File: config.mk
export PLATFORM = sky130hd
export DESIGN_NAME = axis_ad5791_frame_rx
export DESIGN_NICKNAME = d
export VERILOG_FILES = /design/src/rtl/axis_ad5791_frame_rx.sv
export SDC_FILE = /design/constraint.sdc
export NUM_CORES = 1
export LEC_CHECK = 0
export ABC_AREA = 1
export CAP_MARGIN = 10
export CORE_AREA = 5 5 151 182
export DETAILED_ROUTE_END_ITERATION = 8
export DIE_AREA = 0 0 156 187
export PLACE_DENSITY = 0.79
export SYNTH_ARGS = -nofsm -noshare
export SYNTH_HDL_FRONTEND = slang
export SYNTH_SLANG_ARGS = --single-unit
File: constraint.sdc
create_clock -name a_clk -period 4.4 [get_ports a_clk]
set_input_delay 0.88 -clock a_clk [delete_from_list [all_inputs] [get_ports a_clk]]
set_output_delay 0.88 -clock a_clk [all_outputs]
set_load 0.02 [all_outputs]
File: src/rtl/axis_ad5791_frame_rx.sv
// Passive AD5791 SPI frame receiver: oversamples SCLK/SYNC/lanes in a_clk, returns DAC writes as
// left-aligned AXI-Stream words. Define AD5791_RX_FRAME_COUNTERS_EN to build frame/err counters.
module axis_ad5791_frame_rx #(
  parameter int unsigned NUM_DAC           = 4,
  parameter int unsigned DAC_DATA_WIDTH    = 20,
  parameter int unsigned DAC_WORD_WIDTH    = 24,
  parameter int unsigned MAXIS_TDATA_WIDTH = 32,
  parameter int unsigned SYNC_STAGES       = 2
) (
  input  logic                                a_clk,
  input  logic                                reset,
  input  logic                                wire_PMD_clk,
  input  logic                                wire_PMD_sync,
  input  logic [NUM_DAC-1:0]                  wire_PMD_dac,
  output logic [MAXIS_TDATA_WIDTH-1:0]        M_AXIS1_tdata,
  output logic                                M_AXIS1_tvalid,
  input  logic                                M_AXIS1_tready,
  output logic [MAXIS_TDATA_WIDTH-1:0]        M_AXIS2_tdata,
  output logic                                M_AXIS2_tvalid,
  input  logic                                M_AXIS2_tready,
  output logic [MAXIS_TDATA_WIDTH-1:0]        M_AXIS3_tdata,
  output logic                                M_AXIS3_tvalid,
  input  logic                                M_AXIS3_tready,
  output logic [MAXIS_TDATA_WIDTH-1:0]        M_AXIS4_tdata,
  output logic                                M_AXIS4_tvalid,
  input  logic                                M_AXIS4_tready,
  output logic [NUM_DAC*DAC_WORD_WIDTH-1:0]   cfg_word,
  output logic                                cfg_valid,
  output logic                                frame_err,
  output logic                                overrun,
  input  logic                                err_clear,
  output logic [31:0]                         frame_count,
  output logic [31:0]                         err_count
);

  localparam int unsigned BusW = NUM_DAC + 2;
  localparam int unsigned Pad  = MAXIS_TDATA_WIDTH - DAC_DATA_WIDTH;
  localparam logic [BusW-1:0] BusRst = {{NUM_DAC{1'b0}}, 1'b1, 1'b0};

  localparam logic [1:0] StIdle  = 2'd0;
  localparam logic [1:0] StArmed = 2'd1;
  localparam logic [1:0] StShift = 2'd2;
  localparam logic [1:0] StClose = 2'd3;

  // Bus bit 0 = SCLK, bit 1 = SYNC, upper bits = lanes; one chain keeps them aligned.
  logic [BusW-1:0] sync_chain [SYNC_STAGES];
  logic [BusW-1:0] bus_last, bus_prev;
  logic [SYNC_STAGES:0] flush;
  logic flushed, sclk_fall, sync_fall, sync_rise, sync_lvl;
  logic [NUM_DAC-1:0] lanes;

  always_ff @(posedge a_clk) begin
    if (reset) begin
      for (int i = 0; i < SYNC_STAGES; i++) sync_chain[i] <= BusRst;
      bus_prev <= BusRst;
      flush    <= '0;
    end else begin
      sync_chain[0] <= {wire_PMD_dac, wire_PMD_sync, wire_PMD_clk};
      for (int i = 1; i < SYNC_STAGES; i++) sync_chain[i] <= sync_chain[i-1];
      bus_prev <= bus_last;
      flush    <= {flush[SYNC_STAGES-1:0], 1'b1};
    end
  end

  // Reset values in the chain are not real bus state; wait until they have been flushed out.
  assign flushed   = flush[SYNC_STAGES];
  assign bus_last  = sync_chain[SYNC_STAGES-1];
  assign sclk_fall = bus_prev[0] & ~bus_last[0];
  assign sync_fall = bus_prev[1] & ~bus_last[1];
  assign sync_rise = ~bus_prev[1] & bus_last[1];
  assign sync_lvl  = bus_last[1];
  assign lanes     = bus_last[BusW-1:2];

  logic [1:0] state;
  logic       armed;
  logic [5:0] bit_cnt;
  logic [DAC_WORD_WIDTH-1:0] shreg [NUM_DAC];

  always_ff @(posedge a_clk) begin
    if (reset) begin
      state   <= StIdle;
      armed   <= 1'b0;
      bit_cnt <= '0;
      for (int i = 0; i < NUM_DAC; i++) shreg[i] <= '0;
    end else begin
      case (state)
        StIdle: begin
          if (flushed && sync_lvl) begin
            armed <= 1'b1;
            state <= StArmed;
          end
        end
        StArmed: begin
          if (armed && sync_fall) begin
            bit_cnt <= '0;
            for (int i = 0; i < NUM_DAC; i++) shreg[i] <= '0;
            state <= StShift;
          end
        end
        StShift: begin
          if (sync_rise) begin
            state <= StClose;
          end else if (sclk_fall && !sync_lvl) begin
            if (bit_cnt != 6'd63) bit_cnt <= bit_cnt + 6'd1;
            for (int i = 0; i < NUM_DAC; i++) begin
              shreg[i] <= {shreg[i][DAC_WORD_WIDTH-2:0], lanes[i]};
            end
          end
        end
        StClose: state <= StArmed;
        default: state <= StIdle;
      endcase
    end
  end

  function automatic logic is_dac_write(input logic [DAC_WORD_WIDTH-1:0] w);
    return !w[DAC_WORD_WIDTH-1] && (w[DAC_WORD_WIDTH-2 -: 3] == 3'b001);
  endfunction

  logic frame_good, frame_bad, overrun_set;
  logic [NUM_DAC-1:0] dac_load, cfg_load, tvalid_r, tready_v;
  logic [3:0] tready_all;
  logic [MAXIS_TDATA_WIDTH-1:0] tdata_r [NUM_DAC];
  logic [DAC_WORD_WIDTH-1:0]    cfg_r [NUM_DAC];

  assign frame_good = (state == StClose) && (bit_cnt == 6'(DAC_WORD_WIDTH));
  assign frame_bad  = (state == StClose) && (bit_cnt != 6'(DAC_WORD_WIDTH));
  assign tready_all = {M_AXIS4_tready, M_AXIS3_tready, M_AXIS2_tready, M_AXIS1_tready};
  assign tready_v   = tready_all[NUM_DAC-1:0];

  always_comb begin
    dac_load = '0;
    cfg_load = '0;
    for (int i = 0; i < NUM_DAC; i++) begin
      dac_load[i] = frame_good && is_dac_write(shreg[i]);
      cfg_load[i] = frame_good && !is_dac_write(shreg[i]);
    end
  end

  // Overwrite of an unaccepted word; a same-cycle accept makes the reload legal.
  assign overrun_set = |(dac_load & tvalid_r & ~tready_v);

  always_ff @(posedge a_clk) begin
    if (reset) begin
      tvalid_r <= '0;
      for (int i = 0; i < NUM_DAC; i++) begin
        tdata_r[i] <= '0;
        cfg_r[i]   <= '0;
      end
    end else begin
      for (int i = 0; i < NUM_DAC; i++) begin
        if (dac_load[i]) begin
          tdata_r[i]  <= {shreg[i][DAC_DATA_WIDTH-1:0], {Pad{1'b0}}};
          tvalid_r[i] <= 1'b1;
        end else if (tvalid_r[i] && tready_v[i]) begin
          tvalid_r[i] <= 1'b0;
        end
        if (cfg_load[i]) cfg_r[i] <= shreg[i];
      end
    end
  end

  always_ff @(posedge a_clk) begin
    if (reset) begin
      cfg_valid <= 1'b0;
      frame_err <= 1'b0;
      overrun   <= 1'b0;
    end else begin
      cfg_valid <= |cfg_load;
      if (frame_bad)      frame_err <= 1'b1;
      else if (err_clear) frame_err <= 1'b0;
      if (overrun_set)    overrun <= 1'b1;
      else if (err_clear) overrun <= 1'b0;
    end
  end

`ifdef AD5791_RX_FRAME_COUNTERS_EN
  always_ff @(posedge a_clk) begin
    if (reset) begin
      frame_count <= '0;
      err_count   <= '0;
    end else begin
      if (frame_good) frame_count <= frame_count + 32'd1;
      if (frame_bad)  err_count   <= err_count + 32'd1;
    end
  end
`else
  assign frame_count = '0;
  assign err_count   = '0;
`endif

  logic [MAXIS_TDATA_WIDTH-1:0] tdata_all [4];
  logic [3:0] tvalid_all;

  always_comb begin
    tvalid_all = '0;
    cfg_word   = '0;
    for (int i = 0; i < 4; i++) tdata_all[i] = '0;
    for (int i = 0; i < NUM_DAC; i++) begin
      tdata_all[i]  = tdata_r[i];
      tvalid_all[i] = tvalid_r[i];
      cfg_word[i*DAC_WORD_WIDTH +: DAC_WORD_WIDTH] = cfg_r[i];
    end
  end

  assign M_AXIS1_tdata  = tdata_all[0];
  assign M_AXIS2_tdata  = tdata_all[1];
  assign M_AXIS3_tdata  = tdata_all[2];
  assign M_AXIS4_tdata  = tdata_all[3];
  assign M_AXIS1_tvalid = tvalid_all[0];
  assign M_AXIS2_tvalid = tvalid_all[1];
  assign M_AXIS3_tvalid = tvalid_all[2];
  assign M_AXIS4_tvalid = tvalid_all[3];

endmodule

==> reports/metrics.yaml, run 1 <==
detailed_routing:
  ant_nets: 0
  dr.pass1.iters: 4
  wire_per_inst_um: 15.7
  drt-vias-per-instance: 4.59
  drt_iter0_markers: 392
  routed_wirelength_um: 25400
  vias: 7423
  drcViolationCount: 0
cts:
  root_buffer: "clkbuf_16"
  cts_resized: 0
  hold_buffers: 0
  path_clk_slew_ns: 0.06
  htreeDepth: 1
  post-cts-setup-buffers: 0
  numClockSinks: 305
  clock_latency_ns: 0.53
  clockBufferDepth: 3
  cts_buffers: 28
  cts_tree: "yes"
timing:
  fin_ws_ns: 1.90
  fin_crit_ns: 2.50
  slew_violations: 0
  setup_tns_ns: 0
  hold_viol_final: 0
  worst_pin_slew_ns: 1.20
  fin_crit_sh: 0.568
  worst_clock_skew_ns: 0.00993
  rsz0062_at_grt: "no"
  setup_viol: 0
  fmax_ghz: 0.400
  slew_headroom: 0.197
critical_path:
  cp.required_ns: 4.55
  arrival_ns: 2.65
  critical_path_class: "reg2reg"
  end_kind: "register"
  crit_path_start_kind: "register"
  crit_path_max_fanout: 20
die:
  core_area_sq_mm: 0.0254
  die_w_um: 156
  dieArea_sq_mm: 0.0292
  start_util: 0.485
  io-pin-count: 308
  rows: 64
  fp.dieH_um: 187
placement:
  preCtsSetupSlack_ns: 1.35
  globalplace.congestion: 0.808
  hpwlAfterDp_um: 17600
  port-buffer-count: 195
min_path:
  min_path_type: "reg2reg"
yosys:
  yosysUniqueCellTypes: 27
  ys.flop_type: "edfxtp_1"
  yosysSeqAreaShare: 0.697
  ys_ff_latch: 305
  synth-async-reset-ratio: 0
  syn_avg_cell_area_sq_um: 11.6
  netlist_area_sq_mm: 0.0123
  syn_inst: 1065
  synth_edf_count: 248
  yosys_warnings: 0
layout:
  antenna_cells: 0
  area_growth_pct: 23.2
  layout_commonest_cell: "nor2_1"
  final_nets: 1285
  mostFrequentLayoutCells: "nor2_1 (251), edfxtp_1 (248), clkdlybuf4s50_1 (195)"
  drive_above_1_share: 0.0955
grt:
  antenna_found_initial: 0
  grt_pass1_wl_um: 39600
  grt_max_degree: 34
  grt_usage: 0.169
  grt_pass1_vias: 7598
  overflow: 0
flow_run:
  max_cap_viol_count: 0
status:
  run_status: "finished, final reports clean"
power_and_ir_drop:
  peakVddDrop_uv: 291
  p_leak_nw: 5.82
  p_per_area_mw_per_mm2: 421
[synth_stat cells (2+ instances only)]
master    instances  area (sq um)
edfxtp_1        248          7450
nor2_4            2          22.5
nor2_1          251           942
nand3_1           8          40.0
xnor2_1           2          17.5
or2_2             3          18.8
nand4_1           5          31.3
inv_1           137           514
nor3_1            3          15.0
nand2_4           2          22.5
buf_2             5          25.0
dfxtp_1          57          1140
nor2_2           33           206
nand3_2           5          50.1
clkbuf_1         12          45.0
buf_6            17           191
buf_4           113           848
o21ai_0          13          65.1
a21oi_1          33           165
inv_2             2          7.51
nand2_2           3          18.8
o31ai_1           3          22.5
ha_1              6          75.1
nand2_1          99           372
[where the power goes]
group | internal, mW | switching [mW]
Combinational | 0.172 | 0.383
Sequential | 3.22 | 0.0462
Clock | 1.53 | 1.04
Total | 4.92 | 1.47
[worst paths after layout]
| check | startpoint | endpoint | slack, ns | depth (start not counted) |
|---|---|---|---|---|
| setup / recovery | bit_cnt[0] | tdata_r[2][17] | 1.90 | 6 |
| hold reg to reg | sync_chain[0][0] | sync_chain[0][6] | 0.40 | 2 |
| hold / removal | sync_chain[0][0] | sync_chain[0][6] | 0.40 | 2 |
| setup reg to reg | bit_cnt[0] | tdata_r[2][17] | 1.90 | 6 |
[registers in the layout, summed over array words and instances, names as in the netlist, 2 cells and up]
| signal | cells |
|---|---|
| tdata_r | 80 |
| bit_cnt | 6 |
| sync_chain | 12 |
| shreg | 96 |
| cfg_r | 96 |
| flush | 3 |
| state | 2 |
| bus_prev | 2 |
| tvalid_all | 4 |
[critical path, stage by stage (launching register included)]
cell     delay [ns]
dfxtp_1        0.35
inv_1          0.11
ha_1           0.19
nand3_2        0.11
nor2_4         0.19
nand2_4        0.20
o21ai_2        0.95
[routing by layer]
layer / part of all wire / global-route usage / vias up / wire (um)
li1: - / - / 3570 / -
met1: 0.37 / 0.197 / 3498 / 9360
met2: 0.52 / 0.310 / 311 / 13200
met3: 0.080 / 0.0312 / 44 / 2040
met4: 0.029 / 0.0522 / 0 / 739
met5: 0 / 0 / - / 0
[cell families after synthesis]
group | share of synthesized area
buffers and inverters | 0.133
AND/OR/NAND/NOR | 0.141
AO/OA/AOI/OAI | 0.0205
flip-flops | 0.697
other | 0.000304
adder cells (fa/ha/maj) | 0.00609
XOR/XNOR | 0.00142
[layout make-up]
cell class	instances	area [sq um]
fillers	2001	10200
flip-flops and latches	305	8590
multi-input cells	583	2570
repair buffers	208	2070
clock buffers	30	708
inverters	140	531
well taps	330	413
clock inverters	22	287
[through the flow]
step                area, sq um   util  total power, mW  hold slack [ns]  std cells
global route              15200  0.598             6.62            0.419       1618
detailed placement        14100  0.557             3.88            0.394       1563
CTS                       15100  0.596             6.44            0.404       1615
finish                    15200  0.598             6.39            0.400       1618
global placement          14100  0.557             3.86            0.390       1563
floorplan                 12700      -             3.73            0.388       1176
(Power assumes the default switching activity.)
==> run 2: changes to the inputs <==
- clock period: 4.4 -> 2.3 ns (I/O delays scaled with it)
==> run 2 against run 1 <==
Effect of this change: critical path depth is the same; register-to-register slack got worse by 1.8 ns; sequential share of layout area decreased by 0.51 points; sequential power grew 91%; flip-flop and latch count did not move; routed wire length shrank 3.1%; first-iteration DRC count rose by 22%.
==> reports/metrics.yaml, run 2 (synthesis gave the netlist of run 1 again) <==
status:
  run_status: "finished, final reports clean"  # unchanged
min_path:
  hold_path_end: "sync_chain[0][11]"  # was sync_chain[0][6]
  min_path_type: "reg2reg"  # unchanged
  hold_path.startpoint: "sync_chain[0][5]"  # was sync_chain[0][0]
  hold_depth: 2  # unchanged
detailed_routing:
  routed_wirelength_um: 24600  # was 25400 um
  ant_nets: 0  # unchanged
  drt-vias-per-instance: 4.54  # was 4.59
  vias: 7399  # was 7423
  dr.pass1.iters: 5  # was 4
  drcViolationCount: 0  # unchanged
  wire_per_inst_um: 15.1  # was 15.7 um
  drt_iter0_markers: 479  # was 392
layout:
  mostFrequentLayoutCells: "nor2_1 (251), edfxtp_1 (248), clkdlybuf4s50_1 (195)"  # unchanged
  final_nets: 1298  # was 1285
  reg_top3: "cfg_r x96, shreg x96, tdata_r x80"  # unchanged
  drive_above_1_share: 0.102  # was 0.0955
  area_growth_pct: 24.3  # was 23.2%
  layoutNonFillerInstCount: 1629  # was 1618
  postLayoutCellArea_sq_mm: 0.0153  # was 0.0152 sq mm
  layout_commonest_cell: "nor2_1"  # unchanged
  antenna_cells: 0  # unchanged
  fillers: 1909  # was 2001
placement:
  dpl_cell_area_sq_mm: 0.0144  # was 0.0141 sq mm
  hpwlAfterDp_um: 17100  # was 17600 um
  globalplace.congestion: 0.777  # was 0.808
  port-buffer-count: 195  # unchanged
  placed_cells: 1580  # was 1563
grt:
  grt_pass1_wl_um: 38400  # was 39600 um
  grt_max_degree: 38  # was 34
  grt_usage: 0.162  # was 0.169
  grt_pass1_vias: 7397  # was 7598
  antenna_found_initial: 0  # unchanged
  overflow: 0  # unchanged
die:
  dieArea_sq_mm: 0.0292  # unchanged
  io-pin-count: 308  # unchanged
  rows: 64  # unchanged
  core_area_sq_mm: 0.0254  # unchanged
  start_util: 0.485  # unchanged
  die_w_um: 156  # unchanged
  fp.dieH_um: 187  # unchanged
timing:
  worst_pin_slew_ns: 1.03  # was 1.20 ns
  fin_crit_ns: 2.17  # was 2.50 ns
  fmax_ghz: 0.462  # was 0.400 GHz
  slew_violations: 0  # unchanged
  slew_headroom: 0.311  # was 0.197
  worst_clock_skew_ns: 0.0159  # was 0.00993 ns
  fin_crit_sh: 0.942  # was 0.568
  rsz0062_at_grt: "yes"  # was no
  hold_viol_final: 0  # unchanged
  setup_viol: 0  # unchanged
critical_path:
  cpMaxStageDelayCell: "o31ai_4"  # was o21ai_2
  end_kind: "register"  # unchanged
  cp.required_ns: 2.43  # was 4.55 ns
  critical_path_class: "reg2reg"  # unchanged
  crit_buf_inv: 1  # unchanged
  arrival_ns: 2.29  # was 2.65 ns
  worstReg2RegEnd: "tdata_r[0][19]"  # was tdata_r[2][17]
  crit_path_start_kind: "register"  # unchanged
  r2r_cells: 6  # unchanged
  critPathTopFamily: "compound AO/OA/AOI/OAI gates"  # unchanged
  cp.depth: 6  # unchanged
  r2r_slack_ns: 0.13  # was 1.90 ns
  max_stage_delay_ns: 0.83  # was 0.95 ns
  crit_path_max_fanout: 20  # unchanged
  r2r_start: "bit_cnt[1]"  # was bit_cnt[0]
  crit_path_cell_trace: "inv_1 -> ha_1 -> nand3_2 -> nor2_4 -> nand2_8 -> o31ai_4"  # was inv_1 -> ha_1 -> nand3_2 -> nor2_4 -> nand2_4 -> o21ai_2
cts:
  clock_latency_ns: 0.52  # was 0.53 ns
  cts_buffers: 26  # was 28
  htreeDepth: 1  # unchanged
  root_buffer: "clkbuf_16"  # unchanged
  cts_tree: "yes"  # unchanged
  hold_buffers: 0  # unchanged
  numClockSinks: 305  # unchanged
  clockBufferDepth: 3  # unchanged
  path_clk_slew_ns: 0.06  # about the same
power_and_ir_drop:
  p_leak_nw: 5.86  # was 5.82 nW
  p_per_area_mw_per_mm2: 763  # was 421 mW/mm^2
  peakVddDrop_uv: 503  # was 291 uV
  finalPower_mw: 11.7  # was 6.39 mW
flow_run:
  max_cap_viol_count: 0  # unchanged
-- run 2: cell types whose count changed in the layout (fill, tap and decap cells not counted), moves of 3 or more --
cell,change
buf_12,+13
buf_4,+4
buf_8,-3
bufinv_16,-3
clkbuf_1,+3
-- run 2: layer usage --
metal,global-route usage,wire [um]
met1,0.193,8940
met2,0.300,13200
met3,0.0248,1800
met4,0.0485,686
met5,0,0
-- run 2: cell type report --
cell class	count	area, sq um	share of cell area
Sequential cell	305	8590	0.561
Multi-Input combinational cell	584	2610	0.170
Timing Repair Buffer	222	2320	0.151
Clock buffer	32	694	0.0453
Inverter	140	531	0.0346
Tap cell	330	413	0.0270
Clock inverter	16	164	0.0107
-- run 2: repair_timing --
| action | 4_1_cts | 5_1_grt |
|---|---|---|
| gates resized for setup | 0 | 3 |
| endpoints found under the setup margin | 0 | 40 |
| hold endpoints to repair | 0 | 0 |
| buffers inserted | 0 | 0 |
-- run 2: worst register-to-register path: stages (launching register included) --
cell     delay [ns]
dfxtp_2        0.33
inv_1          0.07
ha_1           0.15
nand3_2        0.09
nor2_4         0.16
nand2_8        0.13
o31ai_4        0.83
-- run 2: how the worst max path moves through the flow --
stage / startpoint / to
2_1_floorplan: state[1] / shreg[0][0]
3_3_place_gp: bit_cnt[0] / tdata_r[3][3]
3_5_place_dp: bit_cnt[0] / tdata_r[3][8]
4_1_cts: bit_cnt[0] / tdata_r[3][18]
5_1_grt: bit_cnt[1] / tdata_r[0][19]
6_report: bit_cnt[1] / tdata_r[0][19]
-- run 2: power breakdown --
part           leakage (nW)  switching, mW  internal (mW)  total, mW
Clock                 0.404           1.86           2.49       4.35
Combinational          2.46          0.741          0.358       1.10
Sequential             2.99         0.0844           6.15       6.24
Total                  5.86           2.68           9.00       11.7
-- run 2: through the flow --
stage | TNS (ns) | hold WS, ns | util | setup slack [ns]
floorplan | -38.24 | 0.388 | - | -0.531
detailed placement | 0 | 0.392 | 0.569 | 0.0692
CTS | 0 | 0.401 | 0.602 | 0.0589
finish | 0 | 0.400 | 0.603 | 0.134
global route | -0.104 | 0.422 | 0.603 | -0.00647
global placement | 0 | 0.390 | 0.569 | 0.108
==> run 3: changes to the inputs <==
- CORE_AREA: 5 5 151 182 -> 5 5 191 230
- DIE_AREA: 0 0 156 187 -> 0 0 196 235
- PLACE_DENSITY: 0.79 -> unset
==> run 3 against run 2 <==
Effect of this change: via count is 0.49% lower; routed wire length is 7.7% higher; critical endpoint is now tdata_r[1][6]; power is 3.4% higher; critical path type unchanged.
==> reports/metrics.yaml, run 3 (synthesis gave the netlist of run 1 again) <==
status:
  run_status: "finished, final reports clean"  # unchanged
layout:
  drive_above_1_share: 0.110  # was 0.102
  area_growth_pct: 27.8  # was 24.3%
  mostFrequentLayoutCells: "nor2_1 (251), edfxtp_1 (248), clkdlybuf4s50_1 (195)"  # unchanged
  fillers: 4047  # was 1909
  reg_top3: "cfg_r x96, shreg x96, tdata_r x80"  # unchanged
  layout_commonest_cell: "nor2_1"  # unchanged
  multiInputGateArea_sq_mm: 0.00263  # was 0.00261 sq mm
  final_nets: 1305  # was 1298
  regArea_sq_mm: 0.00859  # about the same
critical_path:
  crit_path_cell_trace: "inv_1 -> ha_1 -> nand3_2 -> nor2_4 -> nand2_4 -> buf_4 -> clkinv_4 -> nand3_2 -> nor2_1"  # was inv_1 -> ha_1 -> nand3_2 -> nor2_4 -> nand2_8 -> o31ai_4
  crit_buf_inv: 3  # was 1
  crit_path_max_fanout: 21  # was 20
  cp.depth: 9  # was 6
  r2r_slack_ns: 0.23  # was 0.13 ns
  crit_path_frequent_cell: "nand3_2"
  arrival_ns: 2.34  # was 2.29 ns
  crit_path_end: "tdata_r[1][6]"  # was tdata_r[0][19]
  worstSetupStartpoint: "bit_cnt[0]"  # was bit_cnt[1]
  worstReg2RegEnd: "tdata_r[1][6]"  # was tdata_r[0][19]
  critPathTopFamily: "simple AND/OR/NAND/NOR gates"  # was compound AO/OA/AOI/OAI gates
  cpMaxStageDelayCell: "dfxtp_1"  # was o31ai_4
  r2r_start: "bit_cnt[0]"  # was bit_cnt[1]
  end_kind: "register"  # unchanged
  critical_path_class: "reg2reg"  # unchanged
  cp.required_ns: 2.58  # was 2.43 ns
  max_stage_delay_ns: 0.39  # was 0.83 ns
  r2r_cells: 9  # was 6
  crit_path_start_kind: "register"  # unchanged
die:
  dieArea_sq_mm: 0.0461  # was 0.0292 sq mm
  fp.dieH_um: 235  # was 187 um
  io-pin-count: 308  # unchanged
  start_util: 0.297  # was 0.485
  die_w_um: 196  # was 156 um
  core_area_sq_mm: 0.0414  # was 0.0254 sq mm
  rows: 82  # was 64
min_path:
  min_path_type: "reg2reg"  # unchanged
cts:
  hold_buffers: 0  # unchanged
  post-cts-setup-buffers: 0  # unchanged
  path_clk_slew_ns: 0.06  # about the same
  cts_resized: 0  # unchanged
  cts_tree: "yes"  # unchanged
  clockBufferDepth: 3  # unchanged
  clock_latency_ns: 0.54  # was 0.52 ns
  cts_buffers: 28  # was 26
  numClockSinks: 305  # unchanged
  root_buffer: "clkbuf_16"  # unchanged
  htreeDepth: 1  # unchanged
detailed_routing:
  vias: 7363  # was 7399
  drt-vias-per-instance: 3.97  # was 4.54
  routed_wirelength_um: 26500  # was 24600 um
  dr.pass1.iters: 6  # was 5
  drcViolationCount: 0  # unchanged
  wire_per_inst_um: 14.3  # was 15.1 um
  drt_iter0_markers: 476  # was 479
  ant_nets: 0  # unchanged
timing:
  fin_crit_ns: 2.07  # was 2.17 ns
  slew_violations: 0  # unchanged
  setup_tns_ns: 0  # unchanged
  slew_headroom: 0.526  # was 0.311
  rsz0062_at_grt: "no"  # was yes
  setup_viol: 0  # unchanged
  fin_crit_sh: 0.900  # was 0.942
  fmax_ghz: 0.483  # was 0.462 GHz
  fin_ws_ns: 0.231  # was 0.134 ns
  hold_viol_final: 0  # unchanged
  worst_clock_skew_ns: 0.0101  # was 0.0159 ns
  worst_pin_slew_ns: 0.710  # was 1.03 ns
  hold-worst-slack_ns: 0.402  # was 0.400 ns
flow_run:
  max_cap_viol_count: 0  # unchanged
grt:
  antenna_found_initial: 1  # was 0
  grt_pass1_vias: 7405  # was 7397
  overflow: 0  # unchanged
  grt_max_degree: 39  # was 38
  grt_pass1_wl_um: 40200  # was 38400 um
  grt_usage: 0.108  # was 0.162
placement:
  preCtsSetupSlack_ns: 0.0542  # was 0.0692 ns
  port-buffer-count: 195  # unchanged
  hpwlAfterDp_um: 18600  # was 17100 um
  globalplace.congestion: 0.745  # was 0.777
power_and_ir_drop:
  peakVddDrop_uv: 603  # was 503 uV
  p_leak_nw: 5.97  # was 5.86 nW
  finalPower_mw: 12.1  # was 11.7 mW
  p_per_area_mw_per_mm2: 767  # was 763 mW/mm^2
## run 3: changes by cell type in the layout (fill, tap and decap cells not counted), moves of 2 or more
cell	previous run	this run
clkinv_2	3	10
buf_4	14	17
clkbuf_1	5	3
clkbuf_16	27	29
clkinv_1	4	2
nand2_4	1	3
o31ai_4	3	5
## run 3: worst min path at each step
stage / slack [ns] / from / end / cells past startpoint
floorplan: 0.39 / flush[0] / flush[1] / 2
global placement: 0.39 / sync_chain[0][5] / sync_chain[0][11] / 2
detailed placement: 0.39 / sync_chain[0][5] / sync_chain[0][11] / 2
CTS: 0.40 / sync_chain[0][5] / sync_chain[0][11] / 2
global route: 0.42 / sync_chain[0][3] / sync_chain[0][9] / 2
finish: 0.40 / sync_chain[0][5] / sync_chain[0][11] / 2
## run 3: final cells by class
cell class | count | area share
flip-flops and latches | 305 | 0.545
multi-input cells | 585 | 0.167
repair buffers | 226 | 0.150
clock buffers | 33 | 0.0477
well taps | 546 | 0.0434
inverters | 140 | 0.0337
clock inverters | 19 | 0.0127
diodes | 1 | 0.000159
## run 3: power breakdown
group | total [mW] | switching (mW) | internal, mW
Clock | 4.74 | 1.96 | 2.78
Combinational | 1.10 | 0.747 | 0.350
Sequential | 6.24 | 0.0869 | 6.15
## run 3: through the flow
stage	util	instances	cell area (sq um)
finish	0.380	1855	15700
CTS	0.379	1852	15700
floorplan	-	1176	12800
detailed placement	0.356	1800	14800
global route	0.380	1855	15700
global placement	0.356	1800	14800
## run 3: metal layers
metal	wire length (um)	vias to the layer above	GRT usage
met3	1770	44	0.0169
met1	10200	3438	0.126
met2	13600	272	0.198
met4	880	0	0.0449
met5	0	-	0
li1	-	3609	-
## run 3: worst min-delay path: cells and delay by family, from the launching register on
| kind | cells | cell delay, ns |
|---|---|---|
| buf+inv | 1 | 0.04 |
| flops | 1 | 0.30 |
| simple gates | 1 | 0.03 |
